[config.mk]
export PLATFORM = sky130hd
export DESIGN_NAME = mult32x32_arbiter
export DESIGN_NICKNAME = d
export VERILOG_FILES = /design/src/rtl/mult_pkg.sv /design/src/rtl/mult32x32_arbiter.sv
export SDC_FILE = /design/constraint.sdc
export NUM_CORES = 1
export LEC_CHECK = 0
export BUFFER_PORTS_ARGS = -buffer_cell sky130_fd_sc_hd__buf_2
export CORE_AREA = 2 2 130 132
export CTS_CLUSTER_DIAMETER = 40
export DETAILED_ROUTE_END_ITERATION = 7
export DIE_AREA = 0 0 132 134
export PLACE_DENSITY = 0.68
export RECOVER_POWER = 50
export SLEW_MARGIN = 20
export SYNTH_ARGS = -nofsm -noshare
export SYNTH_HDL_FRONTEND = slang
export SYNTH_SLANG_ARGS = --single-unit
[constraint.sdc]
create_clock -name i_clk -period 2.2 [get_ports i_clk]
set_input_delay 0.66 -clock i_clk [delete_from_list [all_inputs] [get_ports i_clk]]
set_output_delay 0.66 -clock i_clk [all_outputs]
set_load 0.02 [all_outputs]
[src/rtl/mult_pkg.sv]
// Shared types and widths for the 32x32 multiplier arbiter.
//   OP_W / PROD_W : operand and product widths
//   N_REQ         : number of requesters sharing the multiplier
//   arb_state_t   : arbiter FSM states
//   rr_pick       : 2-way round-robin selection, returns a one-hot grant
package mult_pkg;

  localparam int unsigned OP_W   = 32;
  localparam int unsigned PROD_W = 64;
  localparam int unsigned N_REQ  = 2;

  typedef enum logic [2:0] {
    ST_IDLE,
    ST_ISSUE,
    ST_WAIT_HI,
    ST_WAIT_LO,
    ST_RESP
  } arb_state_t;

  // A lone requester wins outright; on contention the one not granted last wins.
  function automatic logic [N_REQ-1:0] rr_pick(input logic [N_REQ-1:0] valid,
                                               input logic             last_grant);
    logic [N_REQ-1:0] grant;
    grant = valid;
    if (valid == 2'b11) begin
      grant = last_grant ? 2'b01 : 2'b10;
    end
    return grant;
  endfunction

endpackage

[src/rtl/mult32x32_arbiter.sv]
// Shares one 32x32 sequential multiplier between two requesters.
// Round-robin picks a requester, its operands are registered onto the
// multiplier, start is pulsed, busy is tracked (with a timeout on the rising
// edge of busy) and the product is returned over a valid/ready channel.
// Ports:
//   i_clk, i_reset             clock, async active-low reset
//   i_req_valid/o_req_ready    per-requester request handshake
//   i_req_a/i_req_b            per-requester operands, requester k at [32k +: 32]
//   o_rsp_valid/i_rsp_ready    per-requester response handshake
//   o_rsp_product, o_rsp_err   shared response payload (err = start timeout)
//   o_mult_start/a/b           multiplier command
//   i_mult_busy, i_mult_product multiplier status and result
module mult32x32_arbiter
  import mult_pkg::*;
#(
  parameter int unsigned START_TIMEOUT = 8
) (
  input  logic                    i_clk,
  input  logic                    i_reset,
  input  logic [N_REQ-1:0]        i_req_valid,
  input  logic [N_REQ*OP_W-1:0]   i_req_a,
  input  logic [N_REQ*OP_W-1:0]   i_req_b,
  output logic [N_REQ-1:0]        o_req_ready,
  output logic [N_REQ-1:0]        o_rsp_valid,
  input  logic [N_REQ-1:0]        i_rsp_ready,
  output logic [PROD_W-1:0]       o_rsp_product,
  output logic                    o_rsp_err,
  output logic                    o_mult_start,
  output logic [OP_W-1:0]         o_mult_a,
  output logic [OP_W-1:0]         o_mult_b,
  input  logic                    i_mult_busy,
  input  logic [PROD_W-1:0]       i_mult_product
);

  localparam int unsigned CNT_W = $clog2(START_TIMEOUT + 1);

  arb_state_t        r_state;
  logic              r_owner;
  logic              r_last_grant;
  logic [CNT_W-1:0]  r_cnt;
  logic [N_REQ-1:0]  r_rsp_valid;
  logic [PROD_W-1:0] r_rsp_product;
  logic              r_rsp_err;
  logic              r_mult_start;
  logic [OP_W-1:0]   r_mult_a;
  logic [OP_W-1:0]   r_mult_b;

  logic [N_REQ-1:0]  w_grant;
  logic              w_accept;
  logic [N_REQ-1:0]  w_owner_oh;

  assign w_grant    = rr_pick(i_req_valid, r_last_grant);
  assign w_accept   = (r_state == ST_IDLE) && (|w_grant);
  assign w_owner_oh = r_owner ? 2'b10 : 2'b01;

  // Ready is a combinational view of the grant, forced low while reset is held.
  assign o_req_ready = (i_reset && r_state == ST_IDLE) ? w_grant : '0;

  assign o_rsp_valid   = r_rsp_valid;
  assign o_rsp_product = r_rsp_product;
  assign o_rsp_err     = r_rsp_err;
  assign o_mult_start  = r_mult_start;
  assign o_mult_a      = r_mult_a;
  assign o_mult_b      = r_mult_b;

  // Arbiter FSM with registered outputs.
  always_ff @(posedge i_clk or negedge i_reset) begin
    if (!i_reset) begin
      r_state       <= ST_IDLE;
      r_owner       <= 1'b0;
      r_last_grant  <= 1'b1;
      r_cnt         <= '0;
      r_rsp_valid   <= '0;
      r_rsp_product <= '0;
      r_rsp_err     <= 1'b0;
      r_mult_start  <= 1'b0;
      r_mult_a      <= '0;
      r_mult_b      <= '0;
    end else begin
      r_mult_start <= 1'b0;
      unique case (r_state)
        ST_IDLE: begin
          if (w_accept) begin
            r_owner      <= w_grant[1];
            r_last_grant <= w_grant[1];
            r_mult_a     <= w_grant[1] ? i_req_a[2*OP_W-1:OP_W] : i_req_a[OP_W-1:0];
            r_mult_b     <= w_grant[1] ? i_req_b[2*OP_W-1:OP_W] : i_req_b[OP_W-1:0];
            // Raised here so the pulse is visible for exactly the ISSUE cycle.
            r_mult_start <= 1'b1;
            r_state      <= ST_ISSUE;
          end
        end
        ST_ISSUE: begin
          r_cnt   <= '0;
          r_state <= ST_WAIT_HI;
        end
        ST_WAIT_HI: begin
          if (i_mult_busy) begin
            r_state <= ST_WAIT_LO;
          end else begin
            r_cnt <= r_cnt + 1'b1;
            if (r_cnt == CNT_W'(START_TIMEOUT - 1)) begin
              r_rsp_err     <= 1'b1;
              r_rsp_product <= '0;
              r_rsp_valid   <= w_owner_oh;
              r_state       <= ST_RESP;
            end
          end
        end
        ST_WAIT_LO: begin
          if (!i_mult_busy) begin
            r_rsp_product <= i_mult_product;
            r_rsp_err     <= 1'b0;
            r_rsp_valid   <= w_owner_oh;
            r_state       <= ST_RESP;
          end
        end
        ST_RESP: begin
          if (i_rsp_ready[r_owner]) begin
            r_rsp_valid <= '0;
            r_state     <= ST_IDLE;
          end
        end
        default: r_state <= ST_IDLE;
      endcase
    end
  end

endmodule

==> impl_metrics.tcl, run 1 <==
set metrics [dict create \
    finalPower_mw 13.1 \
    syn_to_final_growth_pct 43.0 \
    tritoncts "built" \
    synth_common_cells "140 x dfrtp_1, 71 x a21oi_1, 68 x nor2_1, 66 x a22o_1, 64 x mux2i_1" \
    cap_violations 0 \
    fmax_mhz 466 \
    slowest_stage "dfrtp_1" \
    grt.overflow.total 0 \
    rrSetupSlack_ps 310 \
    synth_warnings 0 \
    synth_seq_area_share_pct 59.8 \
    rr_startpoint "r_state[2]$_DFFE_PN0P_" \
    hpwl_mm 11.7 \
    synthTopCellsByArea "dfrtp_1 59%, mux2i_1 11%, a22o_1 9.8%, a21oi_1 6.0%, nor2_1 4.3%" \
    period_needed_ps 2150 \
    path_delay_family "simple AND/OR/NAND/NOR gates" \
    worst-path-buf-inv 1 \
    fillCellCount 1499 \
    initial_utilization_pct 36.3 \
    ant_nets 0 \
    p_leak_nw 4.35 \
    finalSetupViolations 0 \
    finClkSkew_ps 10.8 \
    clockBufferDepth 2 \
    worstPathCellList "nor3_4, and3_4, buf_2" \
    vias 5124 \
    syn_avg_cell_area_sq_um 11.8 \
    cp_max_fo 4 \
    fin_tns_setup_ps 0 \
    place.gp.congestion 0.779 \
    grt_antenna_before_repair 1 \
    viasPerCell 4.83 \
    routed_wl_mm 16.5 \
    maxSlewViolCount 0 \
    fp.dieH_microns 134 \
    dieWidth_microns 132 \
    ff2ff_path_depth 8 \
    drt_pass1_iterations 4 \
    cts_buffers 17 \
    syn_nets 699 \
    finalHoldViolCount 0 \
    synth-edff-count 0 \
    slew_headroom_pct 15.3 \
    numClockSinks 141 \
    antenna_cells 0 \
    grt_pass1_wl_mm 25.6 \
    fp-row-count 47 \
    synthMuxAreaShare_pct 10.8 \
    synth_cell_types 37 \
    synth_compound_area_share_pct 18.3 \
    syn_area_sq_um 5910 \
    synthSimpleGateAreaFrac_pct 6.48 \
    clock_latency_ps 410 \
    drtIter0Drc 208 \
    hold_buffers 0 \
    ctsHtreeMaxLevel 4 \
    synth_top_family_by_area "compound AO/OA/AOI/OAI gates" \
    port_buffers 332 \
    critPathCaptureType "output pin" \
    grt_pass1_vias 4845 \
    r2r_end "o_mult_a[20]$_DFFE_PN0P_" \
    irDropWorstVdd_uv 664 \
    powerDensity_nw_per_um2 1550 \
    drive_gt1_share_pct 46.3 \
    grt_max_degree 95 \
    required_ps 1540 \
    synth_seq_cells 141 \
    clkTransAtPathRegs_ps 70 \
    place_ws_ps 86.9 \
    synth_area_leader_cell "dfrtp_1" \
    period_share_pct 97.5 \
    core-area_sq_um 16300 \
    synth_most_common_cell "dfrtp_1" \
    cp_slowest_stage_delay_ps 410 \
    yosys.area_share.adder_pct 0.212 \
    postSynthCellCount 499 \
    worstSetupPathType "flip-flop to output pin" \
    fin_nets 1028 \
    arrival_ps 1490 \
    grt_usage_pct 18.4 \
    crit_path_start "r_state[2]$_DFFE_PN0P_" \
    wl_per_cell_microns 15.6 \
    cts_root_buffer "clkbuf_16" \
    drcViolationCount 0 \
    layout_setup_ws_ps 55.0 \
    io_pins 333 \
    synth.top_cell.area_share_pct 59.3 \
    post-route-util_pct 51.9 \
    hold_path.class "input port to asynchronous set/reset pin" \
    status "complete, no violations" \
    synth-xor-area-share_pct 0 \
    synthFlopType "dfrtp_1" \
    fp.dieArea_sq_um 17700 \
    async_reset_ff_share_pct 100 \
    tightest_slew_ps 1270 \
    startpoint_type "flip-flop" \
]
## placed cells by master (no fill, tap or decap), types with 2 or more instances in the layout
cell and instances:
buf_4 8, a22o_1 66, mux2i_1 64, nand2_1 5, dfrtp_1 140, o21ai_1 2, nor3_1 2, nor2_1 68
a21boi_0 2, inv_8 4, clkbuf_16 17, bufinv_16 2, o21ai_0 9, a31oi_1 2, buf_6 2, clkinvlp_4 3
buf_2 330, buf_12 5, inv_1 7, inv_6 5, a21oi_1 70
## flip-flops by register name, indices dropped and copies added, names as in the netlist
signal	count
o_rsp_product	64
o_rsp_valid	2
r_last_grant	1
r_cnt	4
o_rsp_err	1
r_owner	1
o_mult_start	1
r_state	3
o_mult_a	32
o_mult_b	32
## power by group
group | total, mW | internal, mW | switching (mW)
registers | 4.48 | 3.82 | 0.660
logic | 5.63 | 2.18 | 3.45
clock network | 2.97 | 1.75 | 1.22
## worst max path at each step
stage	depth (start not counted)	endpoint	slack [ps]
2_1_floorplan	5	o_req_ready[1]	40
3_3_place_gp	5	o_req_ready[1]	90
3_5_place_dp	5	o_req_ready[1]	90
4_1_cts	3	o_req_ready[1]	8
5_1_grt	3	o_req_ready[1]	-30
6_report	3	o_req_ready[1]	50
## cell type report
class	instances	area, sq um	area share (%)
inverters	8	30.0	0.356
repair buffers	348	1850	21.9
clock inverters	14	171	2.03
multi-input cells	312	2150	25.5
well taps	220	275	3.26
flip-flops and latches	141	3530	41.8
clock buffers	18	439	5.20
## per-layer routing
layer / part of all wire [%] / GRT usage, %
met2: 47 / 29.6
met4: 1.9 / 6.82
met5: 0.079 / 0
met1: 43 / 23.4
met3: 8.0 / 5.90
## cell families (layout without fill, tap and decap cells)
kind of cell / count (synthesis) / in the layout
and+or+nand+nor: 87 / 87
DFF: 141 / 141
adders and majority gates: 1 / 1
buffers and inverters: 46 / 388
AOI/OAI and AO/OA: 160 / 160
muxes: 64 / 64
## metrics by stage
stage | cell area [sq um] | hold slack (ps) | cells
final | 8450 | 24.2 | 1061
after global routing | 8450 | 1.18 | 1061
after CTS | 8430 | 7.24 | 1058
after detailed placement | 7820 | 464 | 1026
after global placement | 7820 | 461 | 1026
after floorplan | 5910 | 364 | 499
## repair_timing
action	CTS	global route
hold endpoints to repair	0	0
buffers inserted	0	3
endpoints found under the setup margin	1	2
gates resized for setup	1	3
pin swaps	1	3
No activity file was read; power rests on OpenSTA's default activity.
==> run 2, diff against run 1 <==
--- a/config.mk
+++ b/config.mk
@@ -6,11 +6,12 @@
 export NUM_CORES = 1
 export LEC_CHECK = 0
 export BUFFER_PORTS_ARGS = -buffer_cell sky130_fd_sc_hd__buf_2
-export CORE_AREA = 2 2 130 132
+export CORE_AREA = 2 2 131 133
+export CTS_BUF_LIST = sky130_fd_sc_hd__clkbuf_8
 export CTS_CLUSTER_DIAMETER = 40
 export DETAILED_ROUTE_END_ITERATION = 7
-export DIE_AREA = 0 0 132 134
-export PLACE_DENSITY = 0.68
+export DIE_AREA = 0 0 133 135
+export PLACE_DENSITY = 0.67
 export RECOVER_POWER = 50
 export SLEW_MARGIN = 20
 export SYNTH_ARGS = -nofsm -noshare
==> run 2 against run 1 <==
Against the previous run:
- wire length rose by 6.8%
- clock power fell by 25%
- sequential cell count did not move
- highest routed layer is now met4
==> impl_metrics.tcl, run 2 (same netlist as run 1, synthesis figures left out) <==
set metrics [dict create \
    cp_slowest_stage_delay_ps 460 \
    startpoint_type "flip-flop" \
    place_ws_ps 177 \
    worstSetupPathType "flip-flop to output pin" \
    period_needed_ps 2150 \
    ff2ff_path_depth 5 \
    cap_violations 0 \
    worst-path-buf-inv 1 \
    hold_buffers 0 \
    finalHoldViolCount 0 \
    critPathCaptureType "output pin" \
    dieWidth_microns 133 \
    fp.dieArea_sq_um 18000 \
    powerDensity_nw_per_um2 1500 \
    grt.overflow.total 0 \
    drive_gt1_share_pct 46.2 \
    clkTransAtPathRegs_ps 80 \
    finClkSkew_ps 13.2 \
    fmax_mhz 466 \
    period_share_pct 97.6 \
    cts_root_buffer "clkbuf_8" \
    ant_nets 0 \
    layout_common_cells "329 x buf_2, 138 x dfrtp_1, 70 x a21oi_1, 68 x nor2_1, 66 x a22o_1" \
    p_leak_nw 4.27 \
    grt_pass1_wl_mm 26.7 \
    hold_path.class "input port to flip-flop" \
    worstPathCellList "nor3_4, o2111a_1, buf_6" \
    grt_antenna_before_repair 0 \
    largest_register_ffs 64 \
    layout_setup_ws_ps 53.8 \
    fp.dieH_microns 135 \
    layout_commonest_cell "buf_2" \
    ctsHtreeMaxLevel 4 \
    clock_latency_ps 440 \
    drcViolationCount 0 \
    drt_pass1_iterations 5 \
    grt_usage_pct 19.4 \
    arrival_ps 1490 \
    io_pins 333 \
    grt_max_degree 100 \
    antenna_cells 0 \
    irDropWorstVdd_uv 596 \
    port_buffers 332 \
    multi_input_area_sq_um 2150 \
    slew_headroom_pct 8.13 \
    finalSetupViolations 0 \
    finalPower_mw 12.4 \
    holdPathStages 2 \
    regArea_sq_um 3530 \
    initial_utilization_pct 36.0 \
    syn_to_final_growth_pct 40.1 \
    place.gp.congestion 0.826 \
    fillCellCount 1563 \
    required_ps 1540 \
    fin_cells 1062 \
    dp_cells 1025 \
    tritoncts "built" \
    path_depth 3 \
    grt_pass1_vias 4985 \
    tightest_slew_ps 1380 \
    whs_ps 440 \
    drtIter0Drc 204 \
    wl_per_cell_microns 16.6 \
    status "complete, no violations" \
    cp_max_fo 6 \
    fin_nets 1029 \
    vias 5150 \
    fp-row-count 47 \
    maxSlewViolCount 0 \
    clockBufferDepth 2 \
    numClockSinks 141 \
    hpwl_mm 12.8 \
    routed_wl_mm 17.6 \
    cts_buffers 17 \
    grt_setup_unrepaired "true" \
    viasPerCell 4.85 \
    slowest_stage "dfrtp_2" \
    core-area_sq_um 16400 \
    path_delay_family "flip-flops" \
]
## run 2: cell types whose count changed in the layout (fill, tap and decap cells not counted), moves of 2 or more
cell,before,now
clkbuf_8,1,19
clkbuf_16,17,0
inv_8,4,0
inv_6,5,2
clkinv_4,0,2
dfrtp_1,140,138
dfrtp_2,0,2
## run 2: where the power goes
group | switching [mW] | internal [mW]
Clock | 1.04 | 1.19
Combinational | 3.49 | 2.20
Sequential | 0.686 | 3.82
## run 2: final timing paths
check,from,endpoint,slack [ps]
worst max-delay path,r_state[2]$_DFFE_PN0P_,o_req_ready[0],50
worst min-delay path,i_mult_product[38],o_rsp_product[38]$_DFFE_PN0P_,440
worst max register to register,r_state[1]$_DFFE_PN0P_,o_rsp_product[32]$_DFFE_PN0P_,300
worst min register to register,o_rsp_product[38]$_DFFE_PN0P_,o_rsp_product[38]$_DFFE_PN0P_,500
max in group asynchronous,i_reset,r_state[2]$_DFFE_PN0P_,510
min in group asynchronous,i_reset,o_mult_a[11]$_DFFE_PN0P_,600
## run 2: metrics by stage
step                setup TNS (ps)  area, sq um  util [%]
floorplan                        0         5910         -
global placement                 0         7830      47.7
detailed placement               0         7830      47.7
CTS                              0         8270      50.4
global route                 -49.1         8270      50.4
finish                           0         8270      50.4
## run 2: final cells by class
cell class / count / area share [%]
clock buffer: 19 / 3.16
clock inverter: 13 / 1.98
inverter: 8 / 0.363
multi-input combinational: 312 / 25.9
sequential: 141 / 42.7
tap: 220 / 3.33
timing repair buffer: 349 / 22.5
## run 2: metal layers
layer	part of all wire, %	routed length, microns	vias up	global-route usage, %
met5	0	0	-	0
met4	1.6	286	0	6.63
met3	7.3	1290	18	5.29
met2	51	8980	236	34.2
met1	40	7080	2434	23.0
li1	-	-	2462	-
## run 2: repair_timing
| item | in CTS | in global routing |
|---|---|---|
| endpoints found under the setup margin | 2 | 2 |
| buffers inserted | 2 | 3 |
| endpoints found under the hold margin | 0 | 0 |
| pin swaps | 1 | 1 |
| cloned | 0 | 0 |
| gates resized for setup | 1 | 4 |
